$ cat src/rtl/debouncer.sv
// Debouncer: synchronises a raw asynchronous level into clk, qualifies it for
// STABLE_CYCLES consecutive samples before committing it to out, and counts rejected glitches.
module debouncer #(
    parameter int unsigned SYNC_STAGES   = 2,
    parameter int unsigned STABLE_CYCLES = 16,
    parameter logic        INIT          = 1'b0,
    parameter int unsigned GW            = 8
) (
    input  logic          clk,
    input  logic          rst,
    input  logic          in,
    input  logic          clr,
    output logic          out,
    output logic          pending,
    output logic [GW-1:0] glitch_cnt
);

    localparam int unsigned   CW   = $clog2(STABLE_CYCLES + 1);
    localparam logic [CW-1:0] LAST = CW'(STABLE_CYCLES - 1);

    if (SYNC_STAGES < 2) begin : g_bad_sync
        $error("debouncer: SYNC_STAGES must be >= 2");
    end
    if (STABLE_CYCLES < 2) begin : g_bad_stable
        $error("debouncer: STABLE_CYCLES must be >= 2");
    end

    typedef enum logic {
        STABLE,
        CHECK
    } state_t;

    state_t                 state, state_nx;
    logic [SYNC_STAGES-1:0] sync;
    logic [CW-1:0]          cnt, cnt_nx;
    logic                   out_nx;
    logic                   reject;
    logic [GW-1:0]          glitch_nx;
    logic                   s;

    assign s       = sync[SYNC_STAGES-1];
    assign pending = (state == CHECK);

    always_ff @(posedge clk) begin
        if (rst) begin
            sync <= {SYNC_STAGES{INIT}};
        end else begin
            sync <= {sync[SYNC_STAGES-2:0], in};
        end
    end

    // cnt holds the number of differing samples already seen, so the commit
    // fires on the sample that brings the run to STABLE_CYCLES.
    always_comb begin
        state_nx = state;
        cnt_nx   = cnt;
        out_nx   = out;
        reject   = 1'b0;
        case (state)
            STABLE: begin
                if (s != out) begin
                    state_nx = CHECK;
                    cnt_nx   = CW'(1);
                end else begin
                    cnt_nx = '0;
                end
            end
            CHECK: begin
                if (s != out) begin
                    if (cnt == LAST) begin
                        out_nx   = s;
                        state_nx = STABLE;
                        cnt_nx   = '0;
                    end else begin
                        cnt_nx = cnt + CW'(1);
                    end
                end else begin
                    state_nx = STABLE;
                    cnt_nx   = '0;
                    reject   = 1'b1;
                end
            end
            default: begin
                state_nx = STABLE;
                cnt_nx   = '0;
            end
        endcase
    end

    always_comb begin
        glitch_nx = glitch_cnt;
        if (clr) begin
            glitch_nx = '0;
        end else if (reject && (glitch_cnt != '1)) begin
            glitch_nx = glitch_cnt + GW'(1);
        end
    end

    always_ff @(posedge clk) begin
        if (rst) begin
            state      <= STABLE;
            cnt        <= '0;
            out        <= INIT;
            glitch_cnt <= '0;
        end else begin
            state      <= state_nx;
            cnt        <= cnt_nx;
            out        <= out_nx;
            glitch_cnt <= glitch_nx;
        end
    end

endmodule

$ cat config.mk
export PLATFORM = sky130hd
export DESIGN_NAME = debouncer
export DESIGN_NICKNAME = d
export VERILOG_FILES = /design/src/rtl/debouncer.sv
export SDC_FILE = /design/constraint.sdc
export NUM_CORES = 1
export LEC_CHECK = 0
export BUFFER_PORTS_ARGS = -buffer_cell sky130_fd_sc_hd__buf_2
export CAP_MARGIN = 0
export CORE_MARGIN = 1.5
export CORE_UTILIZATION = 55
export CTS_CLUSTER_DIAMETER = 200
export DETAILED_ROUTE_END_ITERATION = 16
export PLACE_DENSITY = 0.79
export SLEW_MARGIN = 30
export SYNTH_ARGS = -nofsm -noshare
export SYNTH_HDL_FRONTEND = slang
export SYNTH_SLANG_ARGS = --single-unit
$ cat constraint.sdc
create_clock -name clk -period 2.4 [get_ports clk]
set_input_delay 0.24 -clock clk [delete_from_list [all_inputs] [get_ports clk]]
set_output_delay 0.24 -clock clk [all_outputs]
set_load 0.01 [all_outputs]
; ---- Yosys cells after proc, flatten, opt, wreduce, memory -nomap -nowiden
; Cells that the tools add are included.
[word_totals]
ff_bits = 17
latch_bits = 0
ram_bits = 0
rom_bits = 0
input_bits = 4
output_inout_bits = 10
elab_cells = 24
n_memories = 0
[op_classes]
addsub = 2
multipliers = 0
n_div = 0
order_cmp = 0
eq_ne = 3
shift = 0
mux = 10
bitwise_logic = 1
reduce_logical = 3
[op_table]
columns = op, n
row1 = 2-to-1 mux 5 bit, 2
row2 = case mux 5 bit (2 select lines), 1
row3 = adder 8 x 1 -> 8 bit (second input constant), 1
row4 = != test 8 bit (second input constant), 1
row5 = 2-to-1 mux 1 bit, 6
row6 = adder 5 x 1 -> 5 bit (second input constant), 1
row7 = == test 5 x 4 -> 1 bit (second input constant), 1
row8 = AND reduction 3 bit, 1
row9 = case mux 1 bit (2 select lines), 1
row10 = OR reduction 2 bit, 1
row11 = logical AND 1 bit, 1
row12 = != test 1 bit, 1
row13 = NOT 1 bit, 1

; ---- Logic depth before layout (Yosys ltp)
; Gate-level depths: netlist (run 1).
[depth]
ltp_word = 4
ltp_mapped = 6

; ---- Worst setup path before layout (run 1)
; Ideal clock, no wire load.
[synth_path]
kind = register -> register
startpoint = register cnt[0]
endpoint = register cnt[2]
setup_time_ps = 64
t_arrival_ps = 1537
required_ps = 2336
setup_slack_ps = 798
path_stages_with_launch = 6
period_less_slack_ps = 1602
cell_sequence = dfxtp_1 > ha_1 > and3_1 > ha_1 > or4b_4 > nor2_1
[synth_between]
elab_chain_len = 4
elab_cells_between_ends = 5
[synth_rtl]
columns = item, line
row1 = from (decl), 35  ; logic [CW-1:0] cnt, cnt_nx;
row2 = from (signal assigned), 107  ; cnt <= cnt_nx;
row3 = adder 5 x 1 -> 5 bit or == test 5 x 4 -> 1 bit (tied branches), "75, 70"
row4 = 2-to-1 mux 5 bit (*), 70  ; if (cnt == LAST) begin
row5 = 2-to-1 mux 5 bit (*), 69  ; if (s != out) begin
row6 = case mux 5 bit (2 select lines) (*), 59  ; case (state)
; Every way passes the cells marked *; elsewhere a longest branch is shown, timed or not.
; A chain may end at the register's enable or synchronous reset.

; ---- Final worst setup path (run 1)
[layout_path]
startpoint = register cnt[0]
endpoint = register cnt[3]
; The elaborated chain is that of the path after synthesis.

==> Flow_metrics.wiki, run 1 <==
{| class="wikitable"
! Metric !! Value
|-
| Time the final worst path needs with I/O delays and setup || 1.724 ns
|-
| Max-slew headroom || 73.20%
|-
| Die boundary height || 40.04 µm
|-
| Result of the run || finished, final reports clean
|-
| RSZ-0062 raised after global routing || false
|-
| CTS Buffer Depth || 2
|-
| Post-synth EDFFs || 0
|-
| Site row count || 13
|-
| Clock-pin slew reported for the worst setup and hold paths after clock tree synthesis || 0.10 ns
|-
| Data arrival at the endpoint of the critical path || 1.96 ns
|-
| Unique masters post-synth || 32
|-
| Maximum number of pins on one net before global-route repair || 11
|-
| Endpoints failing setup || 0
|-
| Yosys warnings || 0
|-
| Overall track demand over capacity in global routing || 21.53%
|-
| Clock latency of the later-clocked register in the worst-skew pair || 0.30 ns
|-
| Iter 0 DRT Violations || 10
|-
| Core box area || 1285 µm²
|-
| Largest voltage drop on the vdd net || 0.4036 mV
|-
| Slew at the pin with the worst max-slew slack || 0.4002 ns
|-
| Most frequent cell after synthesis || sky130_fd_sc_hd__dfxtp_1
|-
| Total grt overflow || 0
|-
| Total CTS buffers || 3
|-
| Path type of the worst min-delay path || primary input to flip-flop
|-
| Antenna cell count || 0
|-
| Number of search-and-repair iterations in the first detailed-routing pass || 4
|-
| Non-filler cells in the finished layout || 111
|-
| Type of element capturing the critical path || flip-flop
|-
| Routability congestion estimate || 0.8026
|-
| # clock sinks || 17
|-
| Post-Syn Instances || 81
|-
| Share of the clock period used by the worst path after layout || 71.82%
|-
| Avg Vias per Cell || 5.351
|-
| Number of gates resized after CTS || 0
|-
| Crit start category || flip-flop
|-
| Total leakage power || 0.3533 nW
|-
| Maximum capacitance violations || 0
|-
| Net count of the finished layout || 104
|-
| Post-synthesis instance area || 754.5 µm²
|-
| Synthesis-to-layout area growth || 13.60%
|-
| Tot Pwr || 0.0004563 W
|-
| Initial standard-cell utilization of the core || 58.71%
|-
| First-pass GRT wire length || 2.208 mm
|-
| Count of antenna-violating nets left after detailed routing || 0
|-
| Utilization after layout || 66.70%
|-
| Fraction of layout cells with a size suffix above 1 || 25.00%
|-
| Fill cell total of the finished layout || 106
|-
| TritonCTS clock tree || built
|-
| Post-synth top area share || 45.11%
|-
| Area occupied by multi-input gates || 391.6 µm²
|-
| Worst Hold Slack || 0.1638 ns
|-
| Cell type contributing the most total cell area after synthesis || sky130_fd_sc_hd__dfxtp_1
|-
| Post-CTS repair timing setup buffer count || 0
|-
| Buffer type at the clock tree root || sky130_fd_sc_hd__clkbuf_4
|-
| WL/cell || 12.31 µm
|-
| Input/output buffers || 13
|-
| Final wirelength || 1.366 mm
|-
| DPL Wire Length || 950.1 µm
|-
| Ports || 14
|-
| Endpoint required time on the critical path || 2.63 ns
|-
| Sequential-to-total area share from yosys stat || 45.11%
|-
| Ranking of synthesized cells by instance count || 17 x sky130_fd_sc_hd__dfxtp_1, 11 x sky130_fd_sc_hd__nor2_1, 5 x sky130_fd_sc_hd__nand2_1
|-
| DRC violations left || 0
|-
| Vias after detailed routing || 594
|-
| Predominant post-synthesis flop cell || sky130_fd_sc_hd__dfxtp_1
|-
| Total die area || 1603 µm²
|-
| Maximum frequency from static timing analysis || 580.2 MHz
|-
| Crit path max fanout || 4
|-
| Area contributors post-synth || sky130_fd_sc_hd__dfxtp_1 45%, sky130_fd_sc_hd__nor2_1 5.5%, sky130_fd_sc_hd__ha_1 5.0%
|-
| Max-slew violation count || 0
|-
| Synthesized net count || 88
|-
| Flip-flop and latch area || 340.3 µm²
|-
| Placed Cells incl. Taps || 107
|-
| Maximum level of the CTS H-tree || 1
|-
| Post-synthesis area per instance || 9.314 µm²
|-
| Final number of hold-violating endpoints || 0
|-
| Synth Register Bits || 17
|-
| Async set-reset flop share out of synthesis || 0%
|-
| Number of antenna violations at the first check in global routing || 0
|-
| Number of global-route vias before repair || 512
|-
| Width of the die || 40.04 µm
|-
| Count of hold-fix buffers inserted at cts || 0
|-
| Fin Clk Skew || 0.003999 ns
|-
| Crit path kind || flip-flop to flip-flop
|-
| Cell area power density || 532.4 nW/µm²
|-
| Total Negative Setup Slacks || 0 ns
|}
through the flow:
stage          cell area [µm²]  setup slack [ns]
2_1_floorplan            754.5            0.7982
3_3_place_gp             830.8            0.7671
3_5_place_dp             830.8            0.7248
4_1_cts                  857.1            0.6716
5_1_grt                  857.1            0.5943
6_report                 857.1            0.6764
power by group:
part,switching (W),internal [W],leakage [nW]
registers,0.00000264,0.000285,0.137
logic,0.00000788,0.00000604,0.201
clock network,0.0000904,0.0000648,0.0150
cell type report:
class,instances,area share (%)
Sequential cell,17,39.71
Clock buffer,4,3.066
Tap cell,15,2.190
Inverter,4,1.752
Multi-Input combinational cell,58,45.69
Timing Repair Buffer,13,7.591
state kept, by name, summed over array words and instances (netlist names):
register,count
out,1
pending,1
glitch_cnt,8
cnt,5
sync,2
layer usage:
metal	GRT usage, %	vias to the layer above	routed length, µm
met5	0	-	0
li1	-	315	-
met2	33.47	17	586
met4	15.52	0	43
met3	3.333	5	65
met1	26.69	257	670
cells in the final DEF (no fill, tap or decap), types with 2 or more instances in the layout:
master                     instances
sky130_fd_sc_hd__dfxtp_1          17
sky130_fd_sc_hd__buf_2            13
sky130_fd_sc_hd__nor2_1           11
sky130_fd_sc_hd__nand2_1           5
sky130_fd_sc_hd__inv_1             4
sky130_fd_sc_hd__nand3_1           4
sky130_fd_sc_hd__nor3_1            4
sky130_fd_sc_hd__and3_1            3
sky130_fd_sc_hd__a21oi_1           3
sky130_fd_sc_hd__xor2_1            3
sky130_fd_sc_hd__ha_1              3
sky130_fd_sc_hd__clkbuf_4          3
sky130_fd_sc_hd__nor2b_1           2
sky130_fd_sc_hd__or3_1             2
critical path, cell delays in order (launching register included):
cell	delay, ns
sky130_fd_sc_hd__dfxtp_1	0.34
sky130_fd_sc_hd__ha_1	0.22
sky130_fd_sc_hd__and3_1	0.19
sky130_fd_sc_hd__ha_1	0.22
sky130_fd_sc_hd__or4b_4	0.56
sky130_fd_sc_hd__nor2_1	0.12
path summary, 6_finish.rpt:
path,start,endpoint,slack [ns],cells past startpoint
max reg2reg,cnt[0]$_SDFF_PP0_,cnt[3]$_SDFF_PP0_,0.68,5
min reg2reg,sync[0]$_SDFF_PP0_,sync[1]$_SDFF_PP0_,0.46,1
max,cnt[0]$_SDFF_PP0_,cnt[3]$_SDFF_PP0_,0.68,5
min,rst,sync[1]$_SDFF_PP0_,0.16,2
logic make-up (layout without fill, tap and decap cells):
| kind of cell | after synthesis | count (layout) | share of synthesized area [%] |
|---|---|---|---|
| AO/OA/AOI/OAI | 9 | 9 | 8.126 |
| flip-flops | 17 | 17 | 45.11 |
| XOR/XNOR | 5 | 5 | 6.801 |
| AND/OR/NAND/NOR | 39 | 39 | 29.19 |
| multiplexers | 2 | 2 | 2.819 |
| buffers and inverters | 6 | 21 | 2.984 |
| adder cells (fa/ha/maj) | 3 | 3 | 4.976 |
No activity file was read; power rests on OpenSTA's default activity.
==> inputs of run 2 (changes only) <==
- ABC_AREA: not set -> 1
- CORE_UTILIZATION: 55 -> 48
- PLACE_DENSITY: 0.79 -> 0.72
- clock period: 2.4 -> 1.58 ns (I/O delays scaled with it)
==> Flow_metrics.wiki, run 2 <==
{| class="wikitable"
! Metric !! Value
|-
| Synth Register Bits || 17 (unchanged)
|-
| Maximum capacitance violations || 0 (unchanged)
|-
| Origin of the worst min-delay path || rst (unchanged)
|-
| Path type of the worst min-delay path || primary input to flip-flop (unchanged)
|-
| Maximum frequency from static timing analysis || 707.2 MHz (was 580.2 MHz)
|-
| Post-synth top area share || 40.72% (was 45.11%)
|-
| Fraction of layout cells with a size suffix above 1 || 20.30% (was 25.00%)
|-
| Adder-Cell Fraction of Synth Area || 4.491% (was 4.975%)
|-
| Hold Path Stages || 2 (unchanged)
|-
| Post-synth EDFFs || 0 (unchanged)
|-
| Number of gates resized after CTS || 0 (unchanged)
|-
| Total leakage power || 0.4309 nW (was 0.3533 nW)
|-
| Fill cell total of the finished layout || 159 (was 106)
|-
| Fin area || 949.7 µm² (was 857.1 µm²)
|-
| Combinational family with the most area after synthesis || simple AND/OR/NAND/NOR gates (unchanged)
|-
| Capture point of the worst reg-to-reg path || cnt[2]$_SDFF_PP0_ (was cnt[3]$_SDFF_PP0_)
|-
| Endpoints failing setup || 0 (unchanged)
|-
| Commonest cells after routing, fill and taps aside || 26 x sky130_fd_sc_hd__nand2_1, 19 x sky130_fd_sc_hd__inv_1, 17 x sky130_fd_sc_hd__nor2_1, 17 x sky130_fd_sc_hd__dfxtp_1, 13 x sky130_fd_sc_hd__buf_2 (was 17 x sky130_fd_sc_hd__dfxtp_1, 13 x sky130_fd_sc_hd__buf_2, 11 x sky130_fd_sc_hd__nor2_1)
|-
| Data arrival at the endpoint of the critical path || 1.62 ns (was 1.96 ns)
|-
| Type of element capturing the critical path || flip-flop (unchanged)
|-
| Multiplexer fraction of the synthesized cell area || 0% (was 2.819%)
|-
| Result of the run || finished with violations (was finished, final reports clean)
|-
| R2R depth || 7 (was 5)
|-
| Maximum level of the CTS H-tree || 1 (unchanged)
|-
| Unique masters post-synth || 18 (was 32)
|-
| Total Negative Setup Slacks || 0 ns (unchanged)
|-
| Cell area power density || 718.2 nW/µm² (was 532.4 nW/µm²)
|-
| DRC violations left || 1 (was 0)
|-
| Count of hold-fix buffers inserted at cts || 0 (unchanged)
|-
| Synthesized net count || 123 (was 88)
|-
| Crit start category || flip-flop (unchanged)
|-
| R2R Path Start || cnt[0]$_SDFF_PP0_ (unchanged)
|-
| Max-slew violation count || 0 (unchanged)
|-
| CTS Buffer Depth || 2 (unchanged)
|-
| Number of global-route vias before repair || 604 (was 512)
|-
| Endpoint required time on the critical path || 1.79 ns (was 2.63 ns)
|-
| Cell type contributing the most total cell area after synthesis || sky130_fd_sc_hd__dfxtp_1 (unchanged)
|-
| Failing checks || DRC
|-
| RSZ-0062 raised after global routing || false (unchanged)
|-
| Initial standard-cell utilization of the core || 53.61% (was 58.71%)
|-
| Commonest non-fill, non-tap cell in the layout || sky130_fd_sc_hd__nand2_1 (was sky130_fd_sc_hd__dfxtp_1)
|-
| Ports || 14 (unchanged)
|-
| Number of search-and-repair iterations in the first detailed-routing pass || 10 (was 4)
|-
| Input/output buffers || 13 (unchanged)
|-
| Yosys warnings || 0 (unchanged)
|-
| Synth Area in Compound Gates || 6.737% (was 8.126%)
|-
| Total die area || 2001 µm² (was 1603 µm²)
|-
| Utilization after layout || 60.91% (was 66.70%)
|-
| Fin Clk Skew || 0.004015 ns (was 0.003999 ns)
|-
| Xor/xnor share of the synthesized area || 2.096% (was 6.799%)
|-
| Synthesis-to-layout area growth || 13.62% (was 13.60%)
|-
| Antenna cell count || 0 (unchanged)
|-
| Final wirelength || 1.396 mm (was 1.366 mm)
|-
| Pre-CTS setup slack || 0.1692 ns (was 0.7248 ns)
|-
| Vias after detailed routing || 739 (was 594)
|-
| Crit path kind || flip-flop to flip-flop (unchanged)
|-
| # clock sinks || 17 (unchanged)
|-
| DPL Wire Length || 1.082 mm (was 950.1 µm)
|-
| Width of the die || 44.73 µm (was 40.04 µm)
|-
| Area occupied by multi-input gates || 417.9 µm² (was 391.6 µm²)
|-
| Sequential-to-total area share from yosys stat || 40.72% (was 45.11%)
|-
| Ranking of synthesized cells by instance count || 26 x sky130_fd_sc_hd__nand2_1, 19 x sky130_fd_sc_hd__inv_1, 17 x sky130_fd_sc_hd__dfxtp_1, 17 x sky130_fd_sc_hd__nor2_1, 10 x sky130_fd_sc_hd__nand3_1 (was 17 x sky130_fd_sc_hd__dfxtp_1, 11 x sky130_fd_sc_hd__nor2_1, 5 x sky130_fd_sc_hd__nand2_1)
|-
| Iter 0 DRT Violations || 14 (was 10)
|-
| Registers with the highest flip-flop counts || glitch_cnt: 8 flops, cnt: 5 flops, sync: 2 flops (unchanged)
|-
| Largest voltage drop on the vdd net || 0.5493 mV (was 0.4036 mV)
|-
| Total grt overflow || 0 (unchanged)
|-
| Most frequent cell after synthesis || sky130_fd_sc_hd__nand2_1 (was sky130_fd_sc_hd__dfxtp_1)
|-
| Maximum number of pins on one net before global-route repair || 13 (was 11)
|-
| Post-CTS repair timing setup buffer count || 0 (unchanged)
|-
| Endpoint of the worst hold-timing path || sync[0]$_SDFF_PP0_ (was sync[1]$_SDFF_PP0_)
|-
| WL/cell || 9.369 µm (was 12.31 µm)
|-
| Count of antenna-violating nets left after detailed routing || 0 (unchanged)
|-
| Net count of the finished layout || 141 (was 104)
|-
| Post-synthesis area per instance || 7.205 µm² (was 9.314 µm²)
|-
| Register with the most flip-flops || glitch_cnt (unchanged)
|-
| Buffer type at the clock tree root || sky130_fd_sc_hd__clkbuf_4 (unchanged)
|-
| Predominant post-synthesis flop cell || sky130_fd_sc_hd__dfxtp_1 (unchanged)
|-
| First-pass GRT wire length || 2.421 mm (was 2.208 mm)
|-
| Crit path max fanout || 4 (unchanged)
|-
| Setup slack of the most critical reg-to-reg path || 0.17 ns (was 0.68 ns)
|-
| Post-synthesis instance area || 835.8 µm² (was 754.5 µm²)
|-
| Clock latency of the later-clocked register in the worst-skew pair || 0.28 ns (was 0.30 ns)
|-
| Slew at the pin with the worst max-slew slack || 0.2963 ns (was 0.4002 ns)
|-
| Site row count || 14 (was 13)
|-
| Number of antenna violations at the first check in global routing || 0 (unchanged)
|-
| Total CTS buffers || 3 (unchanged)
|-
| Die boundary height || 44.73 µm (was 40.04 µm)
|-
| Async set-reset flop share out of synthesis || 0% (unchanged)
|-
| Clock-pin slew reported for the worst setup and hold paths after clock tree synthesis || 0.10 ns (about the same)
|-
| Routability congestion estimate || 0.8077 (was 0.8026)
|-
| Area contributors post-synth || sky130_fd_sc_hd__dfxtp_1 41%, sky130_fd_sc_hd__nand2_1 12%, sky130_fd_sc_hd__inv_1 8.5% (was sky130_fd_sc_hd__dfxtp_1 45%, sky130_fd_sc_hd__nor2_1 5.5%, sky130_fd_sc_hd__ha_1 5.0%)
|-
| Max-slew headroom || 80.20% (was 73.20%)
|-
| Final number of hold-violating endpoints || 0 (unchanged)
|-
| Flip-flop and latch area || 340.3 µm² (unchanged)
|-
| Time the final worst path needs with I/O delays and setup || 1.414 ns (was 1.724 ns)
|-
| Max FFs per register || 8 (unchanged)
|-
| Synthesized-area fraction occupied by and/or/nand/nor cells || 36.08% (was 29.19%)
|-
| Avg Vias per Cell || 4.960 (was 5.351)
|-
| Worst Setup Slack, final || 0.1661 ns (was 0.6764 ns)
|-
| Share of the clock period used by the worst path after layout || 89.49% (was 71.82%)
|-
| TritonCTS clock tree || built (unchanged)
|-
| Core box area || 1559 µm² (was 1285 µm²)
|-
| Post-Syn Instances || 116 (was 81)
|-
| Worst Hold Slack || 0.07100 ns (was 0.1638 ns)
|-
| Post-Place Cell Area || 917.1 µm² (was 830.8 µm²)
|-
| Overall track demand over capacity in global routing || 16.43% (was 21.53%)
|}
## run 2: report_power, final
part	total (W)	internal [W]	switching [W]
combinational	0.0000250	0.00000866	0.0000163
clock	0.000222	0.0000938	0.000129
sequential	0.000435	0.000432	0.00000251
## run 2: cell families (layout without fill, tap and decap cells)
logic type,Yosys count,count (layout)
adders and majority gates,3,3
AOI/OAI and AO/OA,10,10
and+or+nand+nor,64,64
buffers and inverters,20,37
xor gates and xnor gates,2,2
DFF,17,17
## run 2: critical path, cell delays in order (launching register included)
cell,delay (ns)
sky130_fd_sc_hd__dfxtp_1,0.34
sky130_fd_sc_hd__ha_1,0.20
sky130_fd_sc_hd__nand2_1,0.08
sky130_fd_sc_hd__nor2_1,0.04
sky130_fd_sc_hd__ha_1,0.19
sky130_fd_sc_hd__nor2_1,0.10
sky130_fd_sc_hd__nand3_1,0.17
sky130_fd_sc_hd__nor3b_2,0.21
## run 2: cell type report
| cell class | instances | area share, % |
|---|---|---|
| Tap cell | 16 | 2.108 |
| Timing Repair Buffer | 14 | 7.642 |
| Inverter | 19 | 7.510 |
| Sequential cell | 17 | 35.84 |
| Multi-Input combinational cell | 79 | 44.01 |
| Clock inverter | 1 | 0.5270 |
| Clock buffer | 3 | 2.372 |
## run 2: layer usage
| metal | share of wire, % | up-vias | global-route usage, % |
|---|---|---|---|
| li1 | - | 395 | - |
| met1 | 49 | 324 | 22.36 |
| met2 | 47 | 18 | 24.93 |
| met3 | 3.9 | 2 | 2.400 |
| met4 | 0.64 | 0 | 9.091 |
| met5 | 0 | - | 0 |
## run 2: worst max path at each step
stage                                     from                    endpoint  cells past startpoint
finish                       cnt[0]$_SDFF_PP0_           cnt[2]$_SDFF_PP0_                      7
global route                 cnt[0]$_SDFF_PP0_           cnt[2]$_SDFF_PP0_                      7
CTS                          cnt[0]$_SDFF_PP0_           cnt[2]$_SDFF_PP0_                      7
detailed placement           cnt[0]$_SDFF_PP0_           cnt[2]$_SDFF_PP0_                      7
global placement             cnt[0]$_SDFF_PP0_           cnt[2]$_SDFF_PP0_                      7
floorplan           glitch_cnt[0]$_SDFFE_PP0P_  glitch_cnt[4]$_SDFFE_PP0P_                      7
## run 2: stage by stage
stage,instances,power [W]
after floorplan,116,0.0004620
after global placement,145,0.0004692
after detailed placement,145,0.0004698
after CTS,149,0.0006933
after global routing,149,0.0007155
final,149,0.0006821
==> inputs of run 3 (changes only) <==
--- a/config.mk
+++ b/config.mk
@@ -7,3 +7,3 @@
 export LEC_CHECK = 0
-export ABC_AREA = 1
+export ABC_AREA = 0
 export BUFFER_PORTS_ARGS = -buffer_cell sky130_fd_sc_hd__buf_2
@@ -11,6 +11,6 @@
 export CORE_MARGIN = 1.5
-export CORE_UTILIZATION = 48
+export CORE_UTILIZATION = 46
 export CTS_CLUSTER_DIAMETER = 200
 export DETAILED_ROUTE_END_ITERATION = 16
-export PLACE_DENSITY = 0.72
+export PLACE_DENSITY = 0.71
 export SLEW_MARGIN = 30
==> constraint.sdc (replaced) <==
create_clock -name clk -period 1.58 [get_ports clk]
set_input_delay 0.237 -clock clk [delete_from_list [all_inputs] [get_ports clk]]
set_output_delay 0.237 -clock clk [all_outputs]
set_load 0.01 [all_outputs]
==> Flow_metrics.wiki, run 3 (synthesis results as in run 1) <==
{| class="wikitable"
! Metric !! Value
|-
| First-pass GRT wire length || 2.477 mm (was 2.421 mm)
|-
| Net count of the finished layout || 112 (was 141)
|-
| Share of the clock period used by the worst path after layout || 98.49% (was 89.49%)
|-
| Path type of the worst min-delay path || primary input to flip-flop (unchanged)
|-
| Crit path max fanout || 4 (unchanged)
|-
| Maximum number of pins on one net before global-route repair || 11 (was 13)
|-
| # clock sinks || 17 (unchanged)
|-
| Count of hold-fix buffers inserted at cts || 0 (unchanged)
|-
| Registers with the highest flip-flop counts || glitch_cnt: 8 flops, cnt: 5 flops, sync: 2 flops (unchanged)
|-
| DRC violations left || 0 (was 1)
|-
| Fill cell total of the finished layout || 145 (was 159)
|-
| Vias after detailed routing || 643 (was 739)
|-
| Maximum level of the CTS H-tree || 1 (unchanged)
|-
| Endpoints failing setup || 0 (unchanged)
|-
| Clock latency of the later-clocked register in the worst-skew pair || 0.29 ns (was 0.28 ns)
|-
| Register with the most flip-flops || glitch_cnt (unchanged)
|-
| Endpoint required time on the critical path || 1.82 ns (was 1.79 ns)
|-
| TritonCTS clock tree || built (unchanged)
|-
| Clock-pin slew reported for the worst setup and hold paths after clock tree synthesis || 0.10 ns (about the same)
|-
| Core box area || 1524 µm² (was 1559 µm²)
|-
| Avg Vias per Cell || 5.358 (was 4.960)
|-
| Crit start category || flip-flop (unchanged)
|-
| Type of element capturing the critical path || flip-flop (unchanged)
|-
| Count of antenna-violating nets left after detailed routing || 0 (unchanged)
|-
| Area occupied by multi-input gates || 429.2 µm² (was 417.9 µm²)
|-
| WL/cell || 11.88 µm (was 9.369 µm)
|-
| Non-filler cells in the finished layout || 120 (was 149)
|-
| RSZ-0062 raised after global routing || true (was false)
|-
| Total grt overflow || 0 (unchanged)
|-
| Die boundary height || 43.50 µm (was 44.73 µm)
|-
| Initial standard-cell utilization of the core || 49.51% (was 53.61%)
|-
| Ports || 14 (unchanged)
|-
| Crit path kind || flip-flop to flip-flop (unchanged)
|-
| Final number of hold-violating endpoints || 0 (unchanged)
|-
| Number of global-route vias before repair || 578 (was 604)
|-
| Site row count || 14 (unchanged)
|-
| Post-CTS repair timing setup buffer count || 0 (unchanged)
|-
| Number of antenna violations at the first check in global routing || 0 (unchanged)
|-
| Time the final worst path needs with I/O delays and setup || 1.556 ns (was 1.414 ns)
|-
| Input/output buffers || 13 (unchanged)
|-
| Number of search-and-repair iterations in the first detailed-routing pass || 4 (was 10)
|-
| Synthesis-to-layout area growth || 27.53% (was 13.62%)
|-
| Result of the run || finished, final reports clean (was finished with violations)
|-
| Max-slew headroom || 74.70% (was 80.20%)
|-
| Total leakage power || 0.3918 nW (was 0.4309 nW)
|-
| CTS Buffer Depth || 2 (unchanged)
|-
| Cell area power density || 718.9 nW/µm² (was 718.2 nW/µm²)
|-
| Data arrival at the endpoint of the critical path || 1.80 ns (was 1.62 ns)
|-
| Routability congestion estimate || 0.7724 (was 0.8077)
|-
| Total CTS buffers || 3 (unchanged)
|-
| Width of the die || 43.50 µm (was 44.73 µm)
|-
| Total die area || 1892 µm² (was 2001 µm²)
|-
| Worst Hold Slack || 0.1637 ns (was 0.07100 ns)
|-
| Antenna cell count || 0 (unchanged)
|-
| Fraction of layout cells with a size suffix above 1 || 41.35% (was 20.30%)
|-
| Placed Cells incl. Taps || 116 (was 145)
|-
| Overall track demand over capacity in global routing || 17.93% (was 16.43%)
|-
| Fin Clk Skew || 0.002688 ns (was 0.004015 ns)
|-
| Iter 0 DRT Violations || 4 (was 14)
|-
| Maximum frequency from static timing analysis || 642.6 MHz (was 707.2 MHz)
|-
| Flip-flop and latch area || 345.3 µm² (was 340.3 µm²)
|-
| Commonest cells after routing, fill and taps aside || 13 x sky130_fd_sc_hd__dfxtp_1, 13 x sky130_fd_sc_hd__buf_2, 9 x sky130_fd_sc_hd__nor2_1 (was 26 x sky130_fd_sc_hd__nand2_1, 19 x sky130_fd_sc_hd__inv_1, 17 x sky130_fd_sc_hd__nor2_1, 17 x sky130_fd_sc_hd__dfxtp_1, 13 x sky130_fd_sc_hd__buf_2)
|-
| Maximum capacitance violations || 0 (unchanged)
|-
| Slew at the pin with the worst max-slew slack || 0.3779 ns (was 0.2963 ns)
|-
| Max FFs per register || 8 (unchanged)
|-
| Buffer type at the clock tree root || sky130_fd_sc_hd__clkbuf_4 (unchanged)
|-
| Largest voltage drop on the vdd net || 0.5385 mV (was 0.5493 mV)
|-
| Final wirelength || 1.426 mm (was 1.396 mm)
|-
| DPL Wire Length || 1.083 mm (was 1.082 mm)
|-
| Max-slew violation count || 0 (unchanged)
|}
[run 3: cell count changes in the layout (fill, tap and decap cells not counted), sizes merged, moves of 2 or more]
cell,previous run,this run
a21oi,7,3
and3,0,5
buf,14,21
inv,19,4
nand2,30,5
nand3,10,4
nor2,20,11
nor2b,0,2
nor3,0,5
or3,0,2
xnor2,0,2
[run 3: critical path, stage by stage, from the launching register on]
cell and delay (ns):
sky130_fd_sc_hd__dfxtp_2 0.35, sky130_fd_sc_hd__ha_4 0.15, sky130_fd_sc_hd__and3_4 0.18, sky130_fd_sc_hd__ha_4 0.15, sky130_fd_sc_hd__or4b_4 0.57, sky130_fd_sc_hd__nor2_1 0.11
[run 3: final cells by class]
cell class | count | area share, %
Sequential cell | 17 | 35.89
Clock buffer | 3 | 2.341
Multi-Input combinational cell | 58 | 44.60
Timing Repair Buffer | 21 | 13.00
Clock inverter | 1 | 0.5202
Inverter | 4 | 1.560
Tap cell | 16 | 2.081
[run 3: through the flow]
step / setup WS (ns) / cell area (µm²) / TNS (ns) / total power, W / util, %
after floorplan: 0.008642 / 757.0 / 0 / 0.0004583 / -
after global placement: 0.02261 / 894.6 / 0 / 0.0004678 / 58.70
after detailed placement: -0.02164 / 894.6 / -0.04567 / 0.0004685 / 58.70
after CTS: 0.01572 / 925.9 / 0 / 0.0007073 / 60.76
after global routing: -0.02813 / 962.2 / -0.07169 / 0.0007237 / 63.14
final: 0.02390 / 962.2 / 0 / 0.0006917 / 63.14
[run 3: path summary, 6_finish.rpt]
| path | from | endpoint | slack [ns] | depth (start not counted) |
|---|---|---|---|---|
| max | cnt[0]$_SDFF_PP0_ | cnt[2]$_SDFF_PP0_ | 0.02 | 5 |
| min reg2reg | sync[0]$_SDFF_PP0_ | sync[1]$_SDFF_PP0_ | 0.46 | 1 |
| max reg2reg | cnt[0]$_SDFF_PP0_ | cnt[2]$_SDFF_PP0_ | 0.02 | 5 |
| min | in | sync[0]$_SDFF_PP0_ | 0.16 | 2 |
[run 3: what timing repair did]
action | in CTS | in global routing
gates resized for setup | 2 | 9
pin swaps | 3 | 2
setup endpoints to repair | 4 | 6
[run 3: metal layers]
layer	track usage [%]	part of all wire, %	routed length [µm]	vias to the layer above
met2	26.27	47	671	16
met5	0	0	0	-
li1	-	-	-	332
met4	12.73	2.2	31	0
met1	23.12	46	650	291
met3	4.167	5.0	72	4
[run 3: where the power goes]
group | leakage (nW) | switching, W | total [W] | internal [W]
Combinational | 0.235 | 0.0000124 | 0.0000229 | 0.0000105
Clock | 0.0177 | 0.000138 | 0.000233 | 0.0000943
Sequential | 0.139 | 0.00000379 | 0.000436 | 0.000432
Total | 0.392 | 0.000154 | 0.000692 | 0.000537
